`config.mk`:
```
export PLATFORM = sky130hd
export DESIGN_NAME = wave_upload_sequencer
export DESIGN_NICKNAME = d
export VERILOG_FILES = /design/src/rtl/wave_pkg.sv /design/src/rtl/wave_upload_sequencer_pack.sv /design/src/rtl/wave_upload_sequencer.sv
export SDC_FILE = /design/constraint.sdc
export NUM_CORES = 1
export LEC_CHECK = 0
export ABC_CLOCK_PERIOD_IN_PS = 16700
export BUFFER_PORTS_ARGS = -buffer_cell sky130_fd_sc_hd__clkbuf_2
export CORE_ASPECT_RATIO = 0.75
export CORE_MARGIN = 5
export CORE_UTILIZATION = 45
export CTS_BUF_LIST = sky130_fd_sc_hd__clkbuf_4
export DETAILED_ROUTE_END_ITERATION = 6
export PLACE_DENSITY_LB_ADDON = 0.12
export SYNTH_ARGS = -nofsm -noshare
export SYNTH_HDL_FRONTEND = slang
export SYNTH_SLANG_ARGS = --single-unit
export TNS_END_PERCENT = 10
```
`constraint.sdc`:
```
create_clock -name clk -period 16.7 [get_ports clk]
set_clock_uncertainty 0.2 [all_clocks]
set_input_delay 3.34 -clock clk [delete_from_list [all_inputs] [get_ports clk]]
set_output_delay 3.34 -clock clk [all_outputs]
set_load 0.02 [all_outputs]
```
`src/rtl/wave_pkg.sv`:
```
// -----------------------------------------------------------------------------
// wave_pkg
// Shared definitions for the custom-waveform upload path: sequencer state
// encoding, command opcodes, ctrl-byte bit positions, sticky error codes and
// the sample offset that converts an unsigned 14-bit code to a signed sample.
// -----------------------------------------------------------------------------
package wave_pkg;

    typedef enum logic [2:0] {
        ST_IDLE,
        ST_HDR,
        ST_LO,
        ST_HI,
        ST_TAIL,
        ST_COMMIT,
        ST_DRAIN
    } state_t;

    localparam logic [7:0] CMD_CUSTOM_WAVE = 8'hFC;
    localparam logic [7:0] CMD_DAC         = 8'hFD;

    // ctrl byte bit positions
    localparam int CTRL_AUTO_BIT    = 2;
    localparam int CTRL_ONESHOT_BIT = 1;

    // header is ctrl, count_hi, count_lo, rate[31:24..7:0]
    localparam logic [2:0] HDR_LAST_IDX = 3'd6;

    // sticky error codes
    localparam logic [1:0] ERR_OK        = 2'd0;
    localparam logic [1:0] ERR_BAD_COUNT = 2'd1;
    localparam logic [1:0] ERR_SHORT     = 2'd2;
    localparam logic [1:0] ERR_ABORT     = 2'd3;

    // unsigned code minus this gives the signed DAC sample
    localparam logic [13:0] SAMPLE_OFFSET = 14'd8192;

endpackage

```
`src/rtl/wave_upload_sequencer_pack.sv`:
```
// -----------------------------------------------------------------------------
// wave_sample_pack
// Assembles a lo/hi payload byte pair into a signed 14-bit sample and issues a
// one-cycle waveform RAM write the cycle after the hi byte arrives. The write
// address restarts at 0 on i_clear and advances by one per sample.
//
// Ports
//   clk, rst     clock, asynchronous active-high reset
//   i_clear      restart the write address at 0 (new frame)
//   i_lo_valid   i_data is a sample lo byte
//   i_hi_valid   i_data is a sample hi byte (bits 7:6 ignored)
//   i_data       payload byte
//   o_we         RAM write strobe
//   o_waddr      RAM write address
//   o_wdata      signed 14-bit sample
// -----------------------------------------------------------------------------
module wave_sample_pack
    import wave_pkg::*;
#(
    parameter int ADDR_W = 12
) (
    input  logic              clk,
    input  logic              rst,
    input  logic              i_clear,
    input  logic              i_lo_valid,
    input  logic              i_hi_valid,
    input  logic [7:0]        i_data,
    output logic              o_we,
    output logic [ADDR_W-1:0] o_waddr,
    output logic [13:0]       o_wdata
);

    logic [7:0]        r_lo;
    logic [ADDR_W-1:0] r_next_addr;
    logic              r_we;
    logic [ADDR_W-1:0] r_waddr;
    logic [13:0]       r_wdata;
    logic [13:0]       w_offset;

    assign w_offset = {i_data[5:0], r_lo};

    // NOTE: sequential state uses non-blocking assignments so every register
    // samples the pre-edge values, independent of statement order.
    always_ff @(posedge clk or posedge rst) begin
        if (rst) begin
            r_lo        <= '0;
            r_next_addr <= '0;
            r_we        <= 1'b0;
            r_waddr     <= '0;
            r_wdata     <= '0;
        end else begin
            r_we <= 1'b0;
            if (i_clear) begin
                r_next_addr <= '0;
            end
            if (i_lo_valid) begin
                r_lo <= i_data;
            end
            if (i_hi_valid) begin
                r_we        <= 1'b1;
                r_waddr     <= r_next_addr;
                r_next_addr <= r_next_addr + 1'b1;
                // modulo-2^14 subtraction: same as inverting bit 13
                r_wdata     <= w_offset - SAMPLE_OFFSET;
            end
        end
    end

    assign o_we    = r_we;
    assign o_waddr = r_waddr;
    assign o_wdata = r_wdata;

endmodule

```
`src/rtl/wave_upload_sequencer.sv`:
```
// -----------------------------------------------------------------------------
// wave_upload_sequencer
// Consumes a custom-waveform (0xFC) payload: decodes the 7-byte header into
// shadow registers, streams lo/hi sample pairs into the waveform RAM and
// commits the playback configuration only after a good-checksum frame end.
// Also hands DAC ownership back to the DDS path on dds_cmd.
//
// Ports
//   clk, rst                      clock, asynchronous active-high reset
//   cmd_start/data/valid          payload stream from the frame parser
//   cmd_done / cmd_abort          frame end, checksum good / bad
//   dds_cmd                       DAC (0xFD) command accepted
//   ram_we/waddr/wdata            waveform RAM write port
//   cfg_count/rate/oneshot        committed playback configuration
//   play_start, play_en           playback engine restart pulse / enable
//   custom_active                 DAC mux select (1 = custom waveform)
//   busy                          upload in progress
//   err                           sticky status of the last frame
// -----------------------------------------------------------------------------
module wave_upload_sequencer
    import wave_pkg::*;
#(
    parameter int ADDR_W      = 12,
    parameter int MAX_SAMPLES = 4096
) (
    input  logic              clk,
    input  logic              rst,
    input  logic              cmd_start,
    input  logic [7:0]        cmd_data,
    input  logic              cmd_valid,
    input  logic              cmd_done,
    input  logic              cmd_abort,
    input  logic              dds_cmd,
    output logic              ram_we,
    output logic [ADDR_W-1:0] ram_waddr,
    output logic [13:0]       ram_wdata,
    output logic [ADDR_W:0]   cfg_count,
    output logic [31:0]       cfg_rate,
    output logic              cfg_oneshot,
    output logic              play_start,
    output logic              play_en,
    output logic              custom_active,
    output logic              busy,
    output logic [1:0]        err
);

    state_t          r_state, w_next_state;
    logic [2:0]      r_hdr_idx;
    logic            r_sh_auto, r_sh_oneshot;
    logic [15:0]     r_sh_count;
    logic [31:0]     r_sh_rate;
    logic [ADDR_W:0] r_remaining;
    logic [ADDR_W:0] r_cfg_count;
    logic [31:0]     r_cfg_rate;
    logic            r_cfg_oneshot, r_play_start, r_play_en, r_custom;
    logic [1:0]      r_err;

    logic            w_enter_hdr, w_hdr_byte, w_lo_byte, w_hi_byte;
    logic            w_err_load, w_count_ok, w_commit, w_last_sample;
    logic [1:0]      w_err_val;

    assign w_count_ok    = (r_sh_count != 16'd0) && (32'(r_sh_count) <= MAX_SAMPLES);
    assign w_commit      = (r_state == ST_COMMIT);
    assign w_last_sample = (r_remaining == {{ADDR_W{1'b0}}, 1'b1});

    always_ff @(posedge clk or posedge rst) begin
        if (rst) r_state <= ST_IDLE;
        else     r_state <= w_next_state;
    end

    // Priority: abort > done > start > valid.
    // NOTE: every output of this block gets a default first, so no path can
    // leave a signal unassigned and infer a latch.
    always_comb begin
        w_next_state = (r_state == ST_COMMIT) ? ST_IDLE : r_state;
        w_enter_hdr  = 1'b0;
        w_hdr_byte   = 1'b0;
        w_lo_byte    = 1'b0;
        w_hi_byte    = 1'b0;
        w_err_load   = 1'b0;
        w_err_val    = ERR_OK;
        if (cmd_abort && r_state != ST_IDLE) begin
            w_next_state = ST_IDLE;
            w_err_load   = 1'b1;
            w_err_val    = ERR_ABORT;
        end else if (cmd_done && r_state != ST_IDLE) begin
            case (r_state)
                ST_HDR, ST_LO, ST_HI: begin
                    w_next_state = ST_IDLE;
                    w_err_load   = 1'b1;
                    w_err_val    = ERR_SHORT;
                end
                ST_TAIL:  w_next_state = ST_COMMIT;
                ST_DRAIN: w_next_state = ST_IDLE;
                default:  ;
            endcase
        end else if (cmd_start) begin
            w_next_state = ST_HDR;
            w_enter_hdr  = 1'b1;
        end else if (cmd_valid) begin
            case (r_state)
                ST_HDR: begin
                    w_hdr_byte = 1'b1;
                    if (r_hdr_idx == HDR_LAST_IDX) begin
                        // count bytes are already in the shadow by byte 6
                        if (w_count_ok) begin
                            w_next_state = ST_LO;
                        end else begin
                            w_next_state = ST_DRAIN;
                            w_err_load   = 1'b1;
                            w_err_val    = ERR_BAD_COUNT;
                        end
                    end
                end
                ST_LO: begin
                    w_lo_byte    = 1'b1;
                    w_next_state = ST_HI;
                end
                ST_HI: begin
                    w_hi_byte    = 1'b1;
                    w_next_state = w_last_sample ? ST_TAIL : ST_LO;
                end
                default: ;
            endcase
        end
    end

    always_ff @(posedge clk or posedge rst) begin
        if (rst) begin
            r_hdr_idx     <= '0;
            r_sh_auto     <= 1'b0;
            r_sh_oneshot  <= 1'b0;
            r_sh_count    <= '0;
            r_sh_rate     <= '0;
            r_remaining   <= '0;
            r_cfg_count   <= '0;
            r_cfg_rate    <= '0;
            r_cfg_oneshot <= 1'b0;
            r_play_start  <= 1'b0;
            r_play_en     <= 1'b0;
            r_custom      <= 1'b0;
            r_err         <= ERR_OK;
        end else begin
            r_play_start <= 1'b0;
            if (w_commit) begin
                r_cfg_count   <= r_sh_count[ADDR_W:0];
                r_cfg_rate    <= r_sh_rate;
                r_cfg_oneshot <= r_sh_oneshot;
                if (r_sh_auto) begin
                    r_play_start <= 1'b1;
                    r_play_en    <= 1'b1;
                    r_custom     <= 1'b1;
                end
            end
            if (w_enter_hdr) begin
                r_hdr_idx    <= '0;
                r_sh_auto    <= 1'b0;
                r_sh_oneshot <= 1'b0;
                r_sh_count   <= '0;
                r_sh_rate    <= '0;
                r_err        <= ERR_OK;
                r_play_en    <= 1'b0;
            end
            if (w_hdr_byte) begin
                r_hdr_idx <= r_hdr_idx + 3'd1;
                case (r_hdr_idx)
                    3'd0: begin
                        r_sh_auto    <= cmd_data[CTRL_AUTO_BIT];
                        r_sh_oneshot <= cmd_data[CTRL_ONESHOT_BIT];
                    end
                    3'd1, 3'd2: r_sh_count <= {r_sh_count[7:0], cmd_data};
                    default:    r_sh_rate  <= {r_sh_rate[23:0], cmd_data};
                endcase
                if (r_hdr_idx == HDR_LAST_IDX) begin
                    r_remaining <= r_sh_count[ADDR_W:0];
                end
            end
            if (w_hi_byte) begin
                r_remaining <= r_remaining - 1'b1;
            end
            if (w_err_load) begin
                r_err <= w_err_val;
            end
            // DDS takeover wins over a coincident commit
            if (dds_cmd) begin
                r_play_start <= 1'b0;
                r_play_en    <= 1'b0;
                r_custom     <= 1'b0;
            end
        end
    end

    wave_sample_pack #(
        .ADDR_W (ADDR_W)
    ) u_pack (
        .clk        (clk),
        .rst        (rst),
        .i_clear    (w_enter_hdr),
        .i_lo_valid (w_lo_byte),
        .i_hi_valid (w_hi_byte),
        .i_data     (cmd_data),
        .o_we       (ram_we),
        .o_waddr    (ram_waddr),
        .o_wdata    (ram_wdata)
    );

    assign cfg_count     = r_cfg_count;
    assign cfg_rate      = r_cfg_rate;
    assign cfg_oneshot   = r_cfg_oneshot;
    assign play_start    = r_play_start;
    assign play_en       = r_play_en;
    assign custom_active = r_custom;
    assign busy          = (r_state != ST_IDLE);
    assign err           = r_err;

endmodule

```
## Word level (Yosys, flattened, before mapping)

Index checks and enable logic that the tools add are counted.

- Add/sub/neg operators: 4
- Magnitude comparators: 1
- Equality and inequality tests: 10
- Muxes and demuxes: 74
- Reductions and logical operators: 22

Operators with widths:

| cell | number |
|---|---|
| $mux W32 | 3 |
| $mux W16 | 3 |
| $mux W1 | 46 |
| $mux W13 | 3 |
| $mux W3 | 10 |
| $mux W12 | 2 |
| $le A16 B13 Y1 const B | 1 |
| $reduce_bool A16 Y1 | 1 |
| $reduce_bool A2 Y1 | 7 |
| $sub A14 B14 Y14 const B | 1 |
| $eq A13 B1 Y1 const B | 1 |
| $sub A13 B1 Y13 const B | 1 |
| $add A12 B1 Y12 const B | 1 |
| $eq A3 B3 Y1 const B | 4 |
| $mux W2 | 5 |
| $eq A3 B2 Y1 const B | 3 |
| $pmux W3 S3 | 1 |
| $reduce_bool A3 Y1 | 3 |
| $eq A3 B1 Y1 const B | 2 |
| $pmux W3 S2 | 1 |
| $reduce_and A2 Y1 | 3 |
| $reduce_or A3 Y1 | 2 |
| $reduce_or A4 Y1 | 1 |
| $add A3 B1 Y3 const B | 1 |
| other kinds (3) | 5 |

- Flip-flop bits (word level): 167
- Bits of input ports: 15
- Logic and storage cells: 130

## Longest topological paths before layout

- Depth in word-level cells: 10
- Mapped depth: 9
- Mapped depth without buffers: 7

## Cells and area by module

From an unflattened synthesis, not the netlist that was laid out.

- Cell total of the unflattened synthesis: 659
- Area total of the unflattened synthesis: 7118.1 sq um

By module, submodules not included:

| module | instances | cells each | area each (sq um) | sequential area each (sq um) |
|---|---|---|---|---|
| wave_upload_sequencer | 1 | 512 | 5175.0 | 3002.9 |
| wave_sample_pack | 1 | 147 | 1943.1 | 1176.1 |

## Worst setup path before layout

No wires, ideal clock.

- Path type: in2reg
- From: input port cmd_start
- To: register r_remaining[7]
- Arrival time: 4.627 ns
- Data required time: 16.430 ns
- Path slack: 11.804 ns
- Stages on the path: 8
- Buffers on the path: 2
- Cell sequence: buf_4 nor3b_4 nand4_2 inv_2 buf_6 nand3_2 or4_1 nand3_1

- Longest elaborated chain between the ends: 5

Ends and longest elaborated chain:

| element | RTL line | text |
|---|---|---|
| start: declaration | wave_upload_sequencer.sv:28 | `input logic cmd_start,` |
| $mux W1 | wave_upload_sequencer.sv:97 | `end else if (cmd_start) begin` |
| $mux W1 | wave_upload_sequencer.sv:86 | `end else if (cmd_done && r_state != ST_IDLE) begin` |
| $mux W1 | wave_upload_sequencer.sv:82 | `if (cmd_abort && r_state != ST_IDLE) begin` |
| $reduce_bool A2 Y1 (no line) | n/a |  |
| $reduce_and A2 Y1 (no line) | n/a |  |
| end signal: assignment | wave_upload_sequencer.sv:175 | `r_remaining <= r_sh_count[ADDR_W:0];` |
| end signal: assignment | wave_upload_sequencer.sv:179 | `r_remaining <= r_remaining - 1'b1;` |
| end: declaration | wave_upload_sequencer.sv:52 | `logic [ADDR_W:0] r_remaining;` |

Several ways; a longest one is shown, not always the timed one.
A chain may end at the register's enable or synchronous reset.

## Worst setup path after layout

- From: input port cmd_done
- To: register u_pack.r_next_addr[8]

- Longest elaborated chain between the ends: 4

Ends and longest elaborated chain:

| element | RTL line | text |
|---|---|---|
| start: declaration | wave_upload_sequencer.sv:31 | `input logic cmd_done,` |
| $logic_and A1 B1 Y1 * | wave_upload_sequencer.sv:86 |  |
| $mux W1 | wave_upload_sequencer.sv:86 |  |
| $mux W1 | wave_upload_sequencer.sv:82 |  |
| $mux W12 / $reduce_bool A2 Y1 (equally long branches) | n/a |  |
| end signal: assignment | wave_upload_sequencer_pack.sv:62 | `r_next_addr <= r_next_addr + 1'b1;` |
| end: declaration | wave_upload_sequencer_pack.sv:34 | `logic [ADDR_W-1:0] r_next_addr;` |

Every way passes the cells marked *; elsewhere a longest branch is shown, timed or not.

==> summary.txt <==
Power
  – Peak VDD IR: 0.0000380 V
  – Leak: 0.00406 uW
  – Power density cells: 94.4 mW/mm^2

Routing
  – DR vias: 5368
  – Routed wire length per instance: 16.6 um
  – Drt total wl: 16700 um
  – Vias/cell: 5.34
  – Drt pass-1 iters: 5
  – DR DRC count: 0
  – Starting DRT DRC Count: 347
  – Antenna Violating Nets Remaining: 0

Clock tree
  – H-tree levels: 4
  – Longest Clk Path Bufs: 2
  – Clock sink count: 167
  – Hold_buf cts: 0
  – Total CTS buffers: 17
  – Post-CTS setup buffer count: 0
  – Clock latency on the worst-skew pair: 0.54 ns
  – CTS tree: built
  – Clock slew at reported path FFs: 0.13 ns
  – Resized Gates After CTS: 0
  – CTS Root Cell: clkbuf_4

Floorplanning
  – Core area: 0.0159 sq mm
  – Initial Util: 45.3%
  – I/O pin count: 94
  – Die area: 0.0186 sq mm
  – FP Rows: 40
  – Die width: 156 um
  – DIE HEIGHT: 120 um

Worst setup path
  – FF-to-FF path depth: 7
  – Kind of critical path: input port to flip-flop
  – Crit. End Element: flip-flop
  – Max incr delay on CP: 0.59 ns
  – Crit path cell chain: clkbuf_2 -> nor2_1 -> nand4_2 -> buf_4 -> inv_2 -> nand4_1 -> or3b_1 -> nand2_1
  – CP Launch Type: input port
  – CP Depth: 8
  – Delay-heaviest family, CP: simple AND/OR/NAND/NOR gates
  – WP data arrival: 6.06 ns
  – R2R setup slack: 13.30 ns
  – CP Data Required Time: 16.99 ns
  – Crit-path max FO: 50
  – Slowest CP cell: nor2_1
  – Buf/Inv on CP: 3

Global routing
  – Antenna violations before repair: 0
  – Number of global-route vias before repair: 5261
  – Global route total overflow: 0
  – Total track usage: 18.6%
  – First-pass GRT wire length: 27600 um
  – Largest net degree at the start of global routing: 112

Timing
  – WHS: 0.288 ns
  – Worst Tran Pin Value: 0.996 ns
  – Setup TNS: 0 ns
  – F_max: 0.173 GHz
  – Minimum clock period: 5.77 ns
  – Period utilization: 34.5%
  – # setup viols final: 0
  – Rel. slew slack: 33.6%
  – RSZ-0062 raised after global routing: no
  – Final hold violations: 0
  – Count of final max-slew check failures: 0

Yosys
  – Mapped Cells: 701
  – Synthesized cell area: 0.00719 sq mm
  – Post-Syn Nets: 723
  – Main synth FF type: dfrtp_1
  – Synthesis Warnings: 0
  – Synthesized area per cell: 10.3 sq um
  – Sequential area share after synthesis: 58.1%
  – Post-synthesis cell type count: 62
  – Post-Synth XOR/XNOR Area: 0.243%
  – EDFF count, synth: 0
  – Flops & latches, synth: 167
  – Ys async rst share: 100%
  – Main combinational cell family by area after synthesis: simple AND/OR/NAND/NOR gates
  – Multiplexer share of the synthesized area: 8.57%
  – Synth Area in Compound Gates: 10.9%
  – Post-Synth Adder-Cell Area: 1.22%
  – Simple logic cell fraction of the synthesized area: 17.9%

Job
  – Max-Cap Viols: 0

Worst hold path
  – Hold path depth: 2
  – Worst hold path class: flip-flop to flip-flop

Cells and area
  – N_diodes: 0
  – Layout area overhead: 13.0%
  – Layout cells sized above 1: 24.4%
  – # nets final: 804
  – Util after Layout: 51.3%

Outcome
  – Outcome: finished, final reports clean

Placed design
  – GP Congestion: 0.807
  – Port-buffer cells: 93
  – HPWL Detailed: 10900 um
-- synthesized netlist by cell type (4+ instances only) --
cell type | number | area share, %
a21oi_1 | 9 | 0.63
a31oi_1 | 4 | 0.35
and2_1 | 6 | 0.52
and4_1 | 4 | 0.49
buf_2 | 17 | 1.2
clkbuf_1 | 16 | 0.83
dfrtp_1 | 167 | 58
ha_1 | 7 | 1.2
inv_1 | 11 | 0.57
mux2_2 | 53 | 8.3
nand2_1 | 200 | 10
nand3_1 | 14 | 0.97
nand4_1 | 7 | 0.61
nor2_1 | 23 | 1.2
nor3_1 | 9 | 0.63
nor4_1 | 4 | 0.35
o211ai_1 | 6 | 0.63
o21ai_0 | 75 | 5.2
o31ai_1 | 6 | 0.63
or3_1 | 4 | 0.35
-- stage by stage --
stage / cells / worst slack, ns / area, sq um / total power, uW
CTS: 1005 / 10.96 / 8130 / 776
finish: 1005 / 10.93 / 8130 / 767
global placement: 973 / 10.51 / 7810 / 512
detailed placement: 973 / 10.40 / 7810 / 515
global route: 1005 / 10.78 / 8130 / 806
floorplan: 701 / 8.64 / 7190 / 489
-- cell families after synthesis --
family	after synthesis
muxes	55
buffers and inverters	49
and+or+nand+nor	291
adders and majority gates	7
xor gates and xnor gates	2
AOI/OAI and AO/OA	130
DFF	167
-- per-layer routing --
layer,share of wire (%),up-vias,global-route usage (%)
met4,0.93,0,4.98
met1,49,2626,28.2
met5,0,-,0
li1,-,2579,-
met3,6.1,12,4.61
met2,44,151,26.5
-- report_power, final --
group | switching (uW) | leakage, uW | internal, uW | total (uW)
Clock | 139 | 0.000174 | 122 | 260
Combinational | 55.4 | 0.00156 | 24.8 | 80.2
Sequential | 12.9 | 0.00232 | 414 | 427
-- registers in the layout, summed over array words and instances (netlist names), 2 cells and up --
signal              flops
r_remaining            13
u_pack.r_lo             8
r_sh_count             16
u_pack.o_wdata         14
cfg_count              13
r_hdr_idx               3
u_pack.o_waddr         12
err                     2
u_pack.r_next_addr     12
r_sh_rate              32
r_state                 3
cfg_rate               32
-- area by class of cell --
type	count	area (sq um)
tap	210	263
clock buffer	19	143
clock inverter	13	178
fill	1478	7730
inverter	12	50.0
sequential	167	4180
multi-input combinational	485	2810
timing repair buffer	99	510
-- worst paths after layout --
check                               startpoint                    end
worst min-delay path            u_pack.r_lo[7]      u_pack.o_wdata[7]
min in group asynchronous                  rst      u_pack.o_wdata[4]
worst max register to register      r_state[2]  u_pack.r_next_addr[8]
worst max-delay path                  cmd_done  u_pack.r_next_addr[8]
worst min register to register  u_pack.r_lo[7]      u_pack.o_wdata[7]
max in group asynchronous                  rst           r_hdr_idx[1]
-- worst reg2reg max path: cells and delay by family (launching register included) --
family | cells | cell delay [ns]
buffers and inverters | 2 | 0.91
flip-flops | 1 | 0.57
AND/OR/NAND/NOR | 5 | 1.67
-- placed cells by master (no fill, tap or decap), types with 3 or more instances in the layout --
| master | count |
|---|---|
| nand2_1 | 199 |
| dfrtp_1 | 167 |
| clkbuf_2 | 93 |
| o21ai_0 | 75 |
| mux2_2 | 53 |
| nor2_1 | 23 |
| clkbuf_4 | 19 |
| nand3_1 | 14 |
| inv_1 | 10 |
| nor3_1 | 9 |
| a21oi_1 | 9 |
| nand4_1 | 7 |
| ha_1 | 7 |
| and2_1 | 6 |
| o31ai_1 | 6 |
| o211ai_1 | 6 |
| buf_4 | 6 |
| and4_1 | 4 |
| nor4_1 | 4 |
| a31oi_1 | 4 |
| or3_1 | 4 |
| bufinv_16 | 4 |
| clkinv_2 | 4 |
| o21a_1 | 3 |
| nand2b_1 | 3 |
| o22ai_1 | 3 |
| o31a_1 | 3 |
| o311ai_0 | 3 |
Power figures use the tool's default switching activity.
